$ cat config.mk
export PLATFORM = sky130hd
export DESIGN_NAME = seq_det_ctrl
export DESIGN_NICKNAME = d
export VERILOG_FILES = /design/src/rtl/seq_det_ctrl.sv
export SDC_FILE = /design/constraint.sdc
export NUM_CORES = 1
export LEC_CHECK = 0
export CORE_UTILIZATION = 56
export DETAILED_ROUTE_END_ITERATION = 6
export GPL_TIMING_DRIVEN = 0
export HOLD_SLACK_MARGIN = 0.15
export PLACE_DENSITY = 0.94
export SLEW_MARGIN = 20
export SYNTH_ARGS = -nofsm -noshare
export SYNTH_HDL_FRONTEND = slang
export SYNTH_SLANG_ARGS = --single-unit
$ cat constraint.sdc
create_clock -name clk -period 5.7 [get_ports clk]
set_clock_uncertainty 0.1 [all_clocks]
set_input_delay 1.14 -clock clk [delete_from_list [all_inputs] [get_ports clk]]
set_output_delay 1.14 -clock clk [all_outputs]
set_load 0.05 [all_outputs]
$ cat src/rtl/seq_det_ctrl.sv
// seq_det_ctrl
//   Sequencing controller for the serial 8-bit pattern detector (seq_8).
//   The controller works in three phases:
//     - It programs the detector by shifting a latched pattern in, MSB first, while seq_load is high.
//     - It streams a byte-wide source into the detector bit-serially, MSB first.
//     - It qualifies the detector's match output and counts the matches.
//
// Parameters
//   PAT_W    pattern length shifted during programming
//   CNT_W    width of the saturating match counter
//   DET_LAT  detector output latency; sets the DRAIN length (must be >= 1)
//
// Ports
//   clk          system clock, rising edge
//   rst_n        asynchronous active-low reset
//   cfg_pattern  pattern to program, sampled when cfg_start is accepted
//   cfg_start    start programming (honoured only in IDLE)
//   run_en       keep streaming while high
//   byte_in      stream data byte
//   byte_valid   byte_in valid
//   byte_ready   controller accepts byte_in this cycle
//   seq_load     to detector: pattern-load mode
//   seq_din      to detector: serial bit
//   seq_dout     from detector: raw match indication
//   match_pulse  one-cycle pulse per qualified match
//   match_count  saturating count of qualified matches
//   cfg_done     one-cycle pulse in the first STREAM cycle
//   busy         high in every state except IDLE
//
// States
//   state     | meaning
//   S_IDLE    | waiting for cfg_start
//   S_LOAD    | shifting the pattern into the detector, PAT_W cycles
//   S_STREAM  | feeding stream bytes bit-serially
//   S_DRAIN   | waiting DET_LAT cycles for the last detector result

module seq_det_ctrl #(
  parameter int PAT_W   = 8,
  parameter int CNT_W   = 16,
  parameter int DET_LAT = 1
) (
  input  logic             clk,
  input  logic             rst_n,
  input  logic [PAT_W-1:0] cfg_pattern,
  input  logic             cfg_start,
  input  logic             run_en,
  input  logic [7:0]       byte_in,
  input  logic             byte_valid,
  output logic             byte_ready,
  output logic             seq_load,
  output logic             seq_din,
  input  logic             seq_dout,
  output logic             match_pulse,
  output logic [CNT_W-1:0] match_count,
  output logic             cfg_done,
  output logic             busy
);

  localparam int BW = (PAT_W > 1) ? $clog2(PAT_W) : 1;
  localparam int DW = (DET_LAT > 1) ? $clog2(DET_LAT) : 1;

  typedef enum logic [1:0] {
    S_IDLE   = 2'd0,
    S_LOAD   = 2'd1,
    S_STREAM = 2'd2,
    S_DRAIN  = 2'd3
  } state_t;

  state_t           state;
  state_t           state_nxt;

  logic [PAT_W-1:0] pat_sr;
  logic [BW-1:0]    bit_cnt;
  logic [7:0]       byte_sr;
  logic [3:0]       sh_cnt;     // byte bits still to be shifted out, 0 = empty
  logic [DW-1:0]    drain_cnt;
  logic             match_q;
  logic [CNT_W-1:0] cnt_q;
  logic             cfg_done_q;

  logic             start_ok;
  logic             load_last;
  logic             sh_empty;
  logic             sh_last;
  logic             accept;
  logic             qual_win;

  assign start_ok  = (state == S_IDLE) && cfg_start;
  assign load_last = (state == S_LOAD) && (bit_cnt == '0);
  assign sh_empty  = (sh_cnt == 4'd0);
  assign sh_last   = (sh_cnt == 4'd1);
  assign accept    = byte_valid && byte_ready;
  // The detector result only means anything once the pattern is in place.
  assign qual_win  = (state == S_STREAM) || (state == S_DRAIN);

  always_ff @(posedge clk or negedge rst_n) begin
    if (!rst_n) begin
      state <= S_IDLE;
    end else begin
      state <= state_nxt;
    end
  end

  always_comb begin
    state_nxt  = state;
    byte_ready = 1'b0;
    seq_load   = 1'b0;
    seq_din    = 1'b0;
    case (state)
      S_IDLE: begin
        if (cfg_start) begin
          state_nxt = S_LOAD;
        end
      end
      S_LOAD: begin
        seq_load = 1'b1;
        seq_din  = pat_sr[PAT_W-1];
        if (bit_cnt == '0) begin
          state_nxt = S_STREAM;
        end
      end
      S_STREAM: begin
        // Accepting on the last bit lets the next byte follow with no bubble.
        byte_ready = sh_last || (sh_empty && run_en);
        seq_din    = !sh_empty && byte_sr[7];
        if (sh_empty && !run_en) begin
          state_nxt = S_DRAIN;
        end
      end
      S_DRAIN: begin
        if (drain_cnt == '0) begin
          state_nxt = S_IDLE;
        end
      end
      default: begin
        state_nxt = S_IDLE;
      end
    endcase
  end

  always_ff @(posedge clk or negedge rst_n) begin
    if (!rst_n) begin
      pat_sr     <= '0;
      bit_cnt    <= '0;
      byte_sr    <= '0;
      sh_cnt     <= 4'd0;
      drain_cnt  <= '0;
      match_q    <= 1'b0;
      cnt_q      <= '0;
      cfg_done_q <= 1'b0;
    end else begin
      cfg_done_q <= load_last;
      match_q    <= qual_win && seq_dout;

      case (state)
        S_IDLE: begin
          if (cfg_start) begin
            pat_sr  <= cfg_pattern;
            bit_cnt <= BW'(PAT_W - 1);
            sh_cnt  <= 4'd0;
          end
        end
        S_LOAD: begin
          pat_sr <= {pat_sr[PAT_W-2:0], 1'b0};
          if (bit_cnt != '0) begin
            bit_cnt <= bit_cnt - 1'b1;
          end
        end
        S_STREAM: begin
          if (accept) begin
            byte_sr <= byte_in;
            sh_cnt  <= 4'd8;
          end else if (!sh_empty) begin
            byte_sr <= {byte_sr[6:0], 1'b0};
            sh_cnt  <= sh_cnt - 4'd1;
          end
          if (sh_empty && !run_en) begin
            drain_cnt <= DW'(DET_LAT - 1);
          end
        end
        S_DRAIN: begin
          if (drain_cnt != '0) begin
            drain_cnt <= drain_cnt - 1'b1;
          end
        end
        default: begin
        end
      endcase

      // A new programming run restarts the count; otherwise count and hold at all-ones.
      if (start_ok) begin
        cnt_q <= '0;
      end else if (match_q && (cnt_q != {CNT_W{1'b1}})) begin
        cnt_q <= cnt_q + 1'b1;
      end
    end
  end

  assign match_pulse = match_q;
  assign match_count = cnt_q;
  assign cfg_done    = cfg_done_q;
  assign busy        = (state != S_IDLE);

endmodule
==> flow_metrics.py, run 1 <==
metrics = {
    "yosys": {
        "ys.flop_type": "dfrtp_1",
        "syn-num-nets": 284,
        "syn_area_um2": 2400,
        "ys_types": 50,
        "syn-mean-instance-area_um2": 9.53,
        "async_flop_share_pct": 100,
        "syn-instance-count": 252,
        "synth_top_area_share_pct": 44.8,
        "synth_area_leaders": "dfrtp_1, mux2i_1, a21oi_1",
        "synth-edff-count": 0,
        "synth-seq-cells": 43,
        "yosys_warnings": 0,
        "synth.largest_area_cell": "dfrtp_1",
        "ys_seq_area_share_pct": 44.8,
    },
    "critical_path": {
        "reg2reg_slack_ns": 3.38,
        "ff2ff_path_depth": 6,
        "critPathKind": "register to primary output",
        "path_max_fanout": 9,
        "r2r-start": "sh_cnt[0]",
        "worstPathRequired_ns": 4.46,
        "r2r_end": "state[1]",
        "start_kind": "register",
        "critPathArrivalTime_ns": 2.84,
        "cp-end-kind": "primary output",
    },
    "placement": {
        "portBuffers": 43,
        "dp.cells": 346,
        "gp_congestion": 0.850,
        "dp_hpwl_um": 3810,
    },
    "clock_network": {
        "post-cts-setup-buffers": 0,
        "root_buffer": "clkbuf_8",
        "ctsResizeCount": 0,
        "clk_latency_ns": 0.29,
        "hold_buffers": 0,
        "cts_max_path_buffers": 2,
        "cts_buffers": 5,
        "cts_max_level": 2,
        "cts_tree": "built",
        "cts.sinks": 43,
        "clk_pin_slew_ns": 0.08,
    },
    "sta": {
        "finalCritPeriodShare_pct": 71.6,
        "post-route-min-period_ns": 4.08,
        "report.final.slew_viol_count": 0,
        "slew_headroom_pct": 66.9,
        "finalHoldViolCount": 0,
        "rsz0062_at_grt": "no",
        "setup_viol": 0,
        "fin_setup_tns_ns": 0,
        "worstMarginPinSlew_ns": 0.492,
        "max_freq_ghz": 0.245,
    },
    "floorplan": {
        "fp.dieH_um": 67.5,
        "die_w_um": 67.5,
        "start_util_pct": 59.2,
        "ios": 44,
        "die_area_um2": 4560,
        "core_area_um2": 4060,
        "num_rows": 23,
    },
    "global_routing": {
        "grt_pass1_wl_um": 8800,
        "grt_max_degree": 30,
        "grt_pass1_vias": 2011,
        "globalRouteOverflowTotal": 0,
        "antenna_found_initial": 0,
        "grt_util_all_layers_pct": 26.3,
    },
    "drt": {
        "firstDrtPassIters": 4,
        "final_antenna_net_count": 0,
        "drt_wl_total_um": 5240,
        "detail_route.wl_per_cell_um": 14.8,
        "route.detailed.drc": 0,
        "via_per_inst": 5.91,
        "drt-initial-drc-count": 158,
        "vias": 2091,
    },
    "worst_hold_path": {
        "hold_start": "pat_sr[4]",
        "holdPathStages": 2,
        "holdPathEnd": "pat_sr[4]",
        "hold_path.class": "register to register",
    },
    "pwr": {
        "pwr_density_cell_nw_per_um2": 472,
        "worst_ir_drop_vdd_v": 0.000324,
        "leakagePower_nw": 1.32,
    },
    "cells_and_area": {
        "fin_cells": 354,
        "drive_gt1_share_pct": 7.89,
        "fin_nets": 335,
        "area_growth_syn_to_layout_pct": 25.3,
        "antennaDiodeCount": 0,
    },
    "run": {
        "maxCapViolations": 0,
    },
    "outcome": {
        "status": "complete, no violations",
    },
}
==> metal layers <==
metal	global-route usage (%)	up-vias	wire length (µm)
li1	-	1020	-
met1	31.0	1000	2210
met2	45.9	63	2790
met3	3.89	8	165
met4	13.8	0	74
met5	0	-	0
==> cell usage after synthesis, types with 2 or more instances <==
| cell | instances |
|---|---|
| dfrtp_1 | 43 |
| a21oi_1 | 27 |
| nor2_1 | 26 |
| mux2i_1 | 16 |
| o21ai_0 | 14 |
| inv_1 | 13 |
| nand2_1 | 13 |
| nand3_1 | 12 |
| ha_1 | 10 |
| nor3_1 | 8 |
| nand4_1 | 7 |
| clkbuf_1 | 5 |
| nand2b_1 | 4 |
| or4_1 | 4 |
| a22oi_1 | 3 |
| and2_1 | 3 |
| buf_2 | 3 |
| o31ai_1 | 3 |
| a311oi_1 | 2 |
| and3_1 | 2 |
| mux2_2 | 2 |
| nor2b_1 | 2 |
| nor4_1 | 2 |
| or3_1 | 2 |
==> state kept, by name, summed over array words and instances (netlist names) <==
| name | cells |
|---|---|
| sh_cnt | 4 |
| byte_sr | 8 |
| cfg_done | 1 |
| match_count | 16 |
| bit_cnt | 3 |
| state | 2 |
| pat_sr | 8 |
| match_pulse | 1 |
==> cell type report <==
cell class	instances	area [µm²]
Inverter	13	48.8
Sequential cell	43	1080
Multi-Input combinational cell	186	1230
Tap cell	50	62.6
Clock buffer	8	100
Buffer	10	48.8
Fill cell	294	1050
Timing Repair Buffer	44	445
==> where the power goes <==
group          total, W  switching [W]  internal, W
Combinational  0.000716       0.000426     0.000290
Clock          0.000211       0.000100     0.000111
Sequential     0.000493      0.0000854     0.000408
Total           0.00142       0.000612     0.000808
==> logic make-up after synthesis <==
kind of cell    after synthesis  share of synthesized area [%]
simple gates                 97                           23.0
buf+inv                      23                           4.06
mux                          18                           7.60
compound gates               61                           15.3
flops                        43                           44.8
fa+ha+maj                    10                           5.21
==> metrics by stage <==
step	hold slack [ns]	worst slack [ns]	total power [W]	instance area, µm²	util [%]
2_1_floorplan	0.368	2.62	0.00101	2400	-
3_3_place_gp	0.390	1.72	0.00116	2900	71.4
3_5_place_dp	0.421	1.69	0.00120	2910	71.7
4_1_cts	0.439	1.62	0.00142	3010	74.2
5_1_grt	0.467	1.46	0.00152	3010	74.2
6_report	0.435	1.62	0.00142	3010	74.2
==> worst max-delay path by stage <==
stage | cells after the start | endpoint | startpoint
after floorplan | 6 | seq_din | state[1]
after global placement | 4 | byte_ready | run_en
after detailed placement | 4 | byte_ready | run_en
after CTS | 8 | seq_din | sh_cnt[0]
after global routing | 8 | seq_din | sh_cnt[0]
final | 8 | seq_din | sh_cnt[0]
==> layout by cell type (no fill, tap or decap), types with 2 or more instances in the layout <==
cell	synthesis	layout
dfrtp_1	43	43
clkdlybuf4s50_1	0	42
a21oi_1	27	27
nor2_1	26	26
mux2i_1	16	16
o21ai_0	14	14
inv_1	13	13
nand2_1	13	13
nand3_1	12	12
ha_1	10	10
nor3_1	8	8
nand4_1	7	7
clkbuf_8	0	7
clkbuf_1	5	6
nand2b_1	4	4
buf_2	3	4
or4_1	4	4
and2_1	3	3
a22oi_1	3	3
o31ai_1	3	3
mux2_2	2	2
nor2b_1	2	2
nor4_1	2	2
and3_1	2	2
a311oi_1	2	2
or3_1	2	2
==> worst max-delay path, cell delays in order, from the launching register on <==
cell and delay [ns]:
dfrtp_1 0.46, inv_1 0.09, ha_1 0.29, nor3b_4 0.36, nand2b_1 0.15, buf_2 0.24, o21ai_0 0.10, and2_1 0.16
clkdlybuf4s50_1 0.69
Power figures use the tool's default switching activity.
==> run 2, diff against run 1 <==
--- a/config.mk
+++ b/config.mk
@@ -5,11 +5,11 @@
 export SDC_FILE = /design/constraint.sdc
 export NUM_CORES = 1
 export LEC_CHECK = 0
-export CORE_UTILIZATION = 56
+export CORE_UTILIZATION = 47
 export DETAILED_ROUTE_END_ITERATION = 6
 export GPL_TIMING_DRIVEN = 0
 export HOLD_SLACK_MARGIN = 0.15
-export PLACE_DENSITY = 0.94
+export PLACE_DENSITY = 0.85
 export SLEW_MARGIN = 20
 export SYNTH_ARGS = -nofsm -noshare
 export SYNTH_HDL_FRONTEND = slang
==> constraint.sdc (replaced) <==
create_clock -name clk -period 3.7 [get_ports clk]
set_clock_uncertainty 0.1 [all_clocks]
set_input_delay 0.74 -clock clk [delete_from_list [all_inputs] [get_ports clk]]
set_output_delay 0.74 -clock clk [all_outputs]
set_load 0.05 [all_outputs]
==> flow_metrics.py, run 2 (synthesized netlist as in run 1, its figures left out) <==
metrics = {
    "outcome": {
        "status": "complete, no violations",
    },
    "placement": {
        "dp.cells": 363,
        "portBuffers": 43,
        "dp_hpwl_um": 3660,
        "placed_cell_area_um2": 2930,
        "gp_congestion": 0.815,
    },
    "clock_network": {
        "root_buffer": "clkbuf_8",
        "clk_latency_ns": 0.30,
        "cts_tree": "built",
        "clk_pin_slew_ns": 0.08,
        "cts_max_level": 2,
        "cts_max_path_buffers": 2,
        "hold_buffers": 0,
        "cts_buffers": 5,
        "cts.sinks": 43,
    },
    "cells_and_area": {
        "finish.utilization_pct": 62.6,
        "largest_reg_flops": 16,
        "antennaDiodeCount": 0,
        "regArea_um2": 1080,
        "fin_area_um2": 3020,
        "area_growth_syn_to_layout_pct": 25.5,
        "fin_cells": 371,
        "drive_gt1_share_pct": 7.57,
        "multiInputGateArea_um2": 1230,
        "fill_cells": 434,
        "final_common_cell": "dfrtp_1",
        "fin_nets": 335,
        "layout.cells.most_common_list": "dfrtp_1, clkdlybuf4s50_1, a21oi_1, nor2_1, mux2i_1",
    },
    "drt": {
        "via_per_inst": 5.51,
        "drt_wl_total_um": 4950,
        "firstDrtPassIters": 4,
        "vias": 2044,
        "drt-initial-drc-count": 90,
        "detail_route.wl_per_cell_um": 13.3,
        "final_antenna_net_count": 0,
        "route.detailed.drc": 0,
    },
    "floorplan": {
        "num_rows": 25,
        "die_w_um": 73.5,
        "fp.dieH_um": 73.5,
        "core_area_um2": 4820,
        "start_util_pct": 49.9,
        "die_area_um2": 5400,
        "ios": 44,
    },
    "run": {
        "maxCapViolations": 0,
    },
    "sta": {
        "rsz0062_at_grt": "no",
        "slew_headroom_pct": 65.9,
        "setup_viol": 0,
        "holdWs_ns": 0.202,
        "worstMarginPinSlew_ns": 0.512,
        "max_freq_ghz": 0.313,
        "fin_setup_tns_ns": 0,
        "post-route-min-period_ns": 3.19,
        "finalCritPeriodShare_pct": 86.3,
        "report.final.slew_viol_count": 0,
        "finalHoldViolCount": 0,
    },
    "critical_path": {
        "critPathKind": "input port to primary output",
        "ff2ff_path_depth": 6,
        "r2r-start": "state[1]",
        "critPathArrivalTime_ns": 2.35,
        "worstPathRequired_ns": 2.86,
        "crit_chain": "clkdlybuf4s50_1 -> a21oi_1 -> and3b_1 -> clkdlybuf4s50_1",
        "start_kind": "input port",
        "r2r_end": "bit_cnt[0]",
        "path_common_cell": "clkdlybuf4s50_1",
        "critPathMaxStageDelay_ns": 0.80,
        "cpLargestDelayFamily": "buffers and inverters",
        "reg2reg_slack_ns": 1.54,
        "path_max_fanout": 2,
        "cp-end-kind": "primary output",
        "slowest_stage": "clkdlybuf4s50_1",
        "critPathBufInv": 2,
    },
    "worst_hold_path": {
        "hold_path.class": "input port to async pin",
    },
    "global_routing": {
        "antenna_found_initial": 0,
        "grt_pass1_vias": 2006,
        "grt_max_degree": 34,
        "globalRouteOverflowTotal": 0,
        "grt_util_all_layers_pct": 21.0,
        "grt_pass1_wl_um": 8700,
    },
    "pwr": {
        "leakagePower_nw": 1.32,
        "pwr_density_cell_nw_per_um2": 703,
        "worst_ir_drop_vdd_v": 0.000455,
    },
}
## run 2: cell types whose count changed in the layout (fill, tap and decap cells not counted)
cell             before  now
clkdlybuf4s50_1      42   41
clkbuf_8              7    5
dlymetal6s2s_1        0    1
clkinv_2              0    1
clkbuf_1              6    7
## run 2: where the power goes
part	total (W)	switching, W	internal, W
registers	0.000755	0.000126	0.000629
clock network	0.000288	0.000156	0.000133
logic	0.00108	0.000634	0.000444
total	0.00212	0.000915	0.00120
## run 2: timing repair
item                       4_1_cts  5_1_grt
hold endpoints to repair         0        0
setup buffers                    0        0
setup endpoints to repair        0        1
resized for setup                0        1
## run 2: worst max path at each step
stage | start | endpoint | slack, ns | cells past startpoint
2_1_floorplan | state[1] | seq_din | 1.02 | 6
3_3_place_gp | run_en | byte_ready | 0.52 | 4
3_5_place_dp | sh_cnt[0] | seq_din | 0.51 | 8
4_1_cts | sh_cnt[0] | seq_din | 0.17 | 8
5_1_grt | sh_cnt[0] | seq_din | 0.37 | 8
6_report | run_en | byte_ready | 0.51 | 4
## run 2: per-layer routing
metal	GRT usage (%)	routed length [µm]	up-vias	share of wire, %
met5	0	0	-	0
li1	-	-	1020	-
met3	3.43	167	10	3.4
met4	8.97	89	0	1.8
met1	25.6	2250	966	45
met2	36.6	2440	48	49
## run 2: per-stage QoR
step                worst slack, ns  power [W]
finish                        0.506    0.00212
global route                  0.366    0.00229
CTS                           0.168    0.00214
global placement              0.524    0.00179
detailed placement            0.515    0.00184
floorplan                      1.02    0.00155
## run 2: layout make-up
cell class	count	share of cell area, %
Buffer	10	1.62
Clock buffer	7	2.53
Clock inverter	1	0.166
Inverter	13	1.62
Multi-Input combinational cell	186	40.7
Sequential cell	43	35.7
Tap cell	67	2.78
Timing Repair Buffer	44	14.9
==> run 3, diff against run 2 <==
==> config.mk (replaced) <==
export PLATFORM = sky130hd
export DESIGN_NAME = seq_det_ctrl
export DESIGN_NICKNAME = d
export VERILOG_FILES = /design/src/rtl/seq_det_ctrl.sv
export SDC_FILE = /design/constraint.sdc
export NUM_CORES = 1
export LEC_CHECK = 0
export CORE_UTILIZATION = 40
export DETAILED_ROUTE_END_ITERATION = 6
export GPL_TIMING_DRIVEN = 0
export HOLD_SLACK_MARGIN = 0.15
export PLACE_DENSITY = 0.66
export SLEW_MARGIN = 15
export SYNTH_ARGS = -nofsm -noshare
export SYNTH_HDL_FRONTEND = slang
export SYNTH_SLANG_ARGS = --single-unit
==> flow_metrics.py, run 3 (synthesized netlist as in run 1, its figures left out) <==
metrics = {
    "outcome": {
        "status": "complete, no violations",
    },
    "sta": {
        "setup_viol": 0,
        "finalCritPeriodShare_pct": 86.3,
        "max_freq_ghz": 0.313,
        "worstMarginPinSlew_ns": 0.504,
        "post-route-min-period_ns": 3.19,
        "rsz0062_at_grt": "no",
        "slew_headroom_pct": 66.3,
        "report.final.slew_viol_count": 0,
        "finalHoldViolCount": 0,
        "fin_setup_tns_ns": 0,
    },
    "global_routing": {
        "grt_max_degree": 28,
        "antenna_found_initial": 0,
        "grt_pass1_wl_um": 8660,
        "busiest_layer": "met2",
        "grt_pass1_vias": 1940,
        "met3_usage_pct": 4.00,
        "use_met1_pct": 21.1,
        "globalRouteOverflowTotal": 0,
        "grt_util_all_layers_pct": 17.5,
        "met2_usage_pct": 30.3,
    },
    "critical_path": {
        "path_max_fanout": 2,
        "r2r-start": "sh_cnt[0]",
        "ff2ff_path_depth": 6,
        "critPathArrivalTime_ns": 2.35,
        "reg2reg_slack_ns": 1.56,
        "cp-endpoint": "byte_ready",
        "worstPathRequired_ns": 2.86,
        "critPathKind": "input port to primary output",
        "crit_start": "run_en",
        "cp-end-kind": "primary output",
        "r2r_end": "state[1]",
        "start_kind": "input port",
    },
    "placement": {
        "dp.cells": 368,
        "portBuffers": 43,
        "gp_congestion": 0.810,
        "dp_hpwl_um": 3700,
    },
    "drt": {
        "firstDrtPassIters": 4,
        "detail_route.wl_per_cell_um": 13.4,
        "route.detailed.drc": 0,
        "via_per_inst": 5.46,
        "vias": 2049,
        "final_antenna_net_count": 0,
        "drt-initial-drc-count": 91,
        "drt_wl_total_um": 5010,
    },
    "pwr": {
        "worst_ir_drop_vdd_v": 0.000367,
        "pwr_density_cell_nw_per_um2": 699,
        "leakagePower_nw": 1.33,
    },
    "clock_network": {
        "cts_max_path_buffers": 2,
        "clk_pin_slew_ns": 0.08,
        "cts_tree": "built",
        "root_buffer": "clkbuf_8",
        "cts.sinks": 43,
        "hold_buffers": 0,
        "cts_max_level": 2,
        "cts_buffers": 5,
        "clk_latency_ns": 0.30,
    },
    "cells_and_area": {
        "final_common_cell": "dfrtp_1",
        "drive_gt1_share_pct": 7.92,
        "fin_nets": 335,
        "area_growth_syn_to_layout_pct": 26.0,
        "layout.cells.most_common_list": "dfrtp_1, clkdlybuf4s50_1, a21oi_1, nor2_1, mux2i_1",
        "fin_cells": 375,
        "largest_reg_flops": 16,
        "finish.utilization_pct": 53.7,
        "antennaDiodeCount": 0,
    },
    "floorplan": {
        "ios": 44,
        "start_util_pct": 42.6,
        "die_w_um": 79.5,
        "fp.dieH_um": 79.5,
        "core_area_um2": 5640,
        "die_area_um2": 6320,
        "num_rows": 27,
    },
    "worst_hold_path": {
        "hold_path.class": "input port to async pin",
    },
    "run": {
        "maxCapViolations": 0,
    },
}
## run 3: cell types whose count changed in the layout (fill, tap and decap cells not counted), sizes merged
| cell | delta |
|---|---|
| clkbuf | -1 |
## run 3: worst max-delay path, stage by stage
cell             delay (ns)
clkdlybuf4s50_1        0.50
a21oi_1                0.08
and3b_1                0.23
clkdlybuf4s50_1        0.80
## run 3: what timing repair did
action                                 in CTS  in global routing
resized for setup                           0                  1
buffers inserted                            0                  0
setup endpoints to repair                   0                  1
endpoints found under the hold margin       0                  0
## run 3: layout make-up
class	instances	area (µm²)
multi-input combinational	186	1230
buffer	10	48.8
clock buffer	6	82.6
tap	72	90.1
sequential	43	1080
fill	514	2610
inverter	13	48.8
timing repair buffer	44	448
clock inverter	1	5.00
## run 3: power breakdown
group / switching [W] / internal, W
clock network: 0.000157 / 0.000147
logic: 0.000620 / 0.000441
registers: 0.000122 / 0.000628
## run 3: how the worst min path moves through the flow
stage                     startpoint             end  slack (ns)  cells after the start
final                          rst_n  match_count[3]        0.26                      1
after global routing           rst_n       sh_cnt[1]        0.28                      1
after global placement    byte_sr[0]      byte_sr[0]        0.39                      2
after CTS                      rst_n  match_count[3]        0.26                      1
after detailed placement  byte_sr[0]      byte_sr[0]        0.39                      2
after floorplan                rst_n      bit_cnt[0]        0.34                      0
## run 3: routing by layer
metal / vias up / share of wire, % / wire, µm
li1: 1018 / - / -
met1: 971 / 44 / 2190
met2: 53 / 50 / 2490
met3: 7 / 5.1 / 258
met4: 0 / 1.4 / 70
met5: - / 0 / 0
## run 3: stage by stage
stage | cell area [µm²] | setup WS [ns] | hold WS (ns) | power (W)
after floorplan | 2400 | 1.02 | 0.344 | 0.00155
after global placement | 2920 | 0.513 | 0.388 | 0.00181
after detailed placement | 2940 | 0.499 | 0.392 | 0.00183
after CTS | 3030 | 0.141 | 0.262 | 0.00215
after global routing | 3030 | 0.381 | 0.281 | 0.00230
final | 3030 | 0.507 | 0.259 | 0.00212
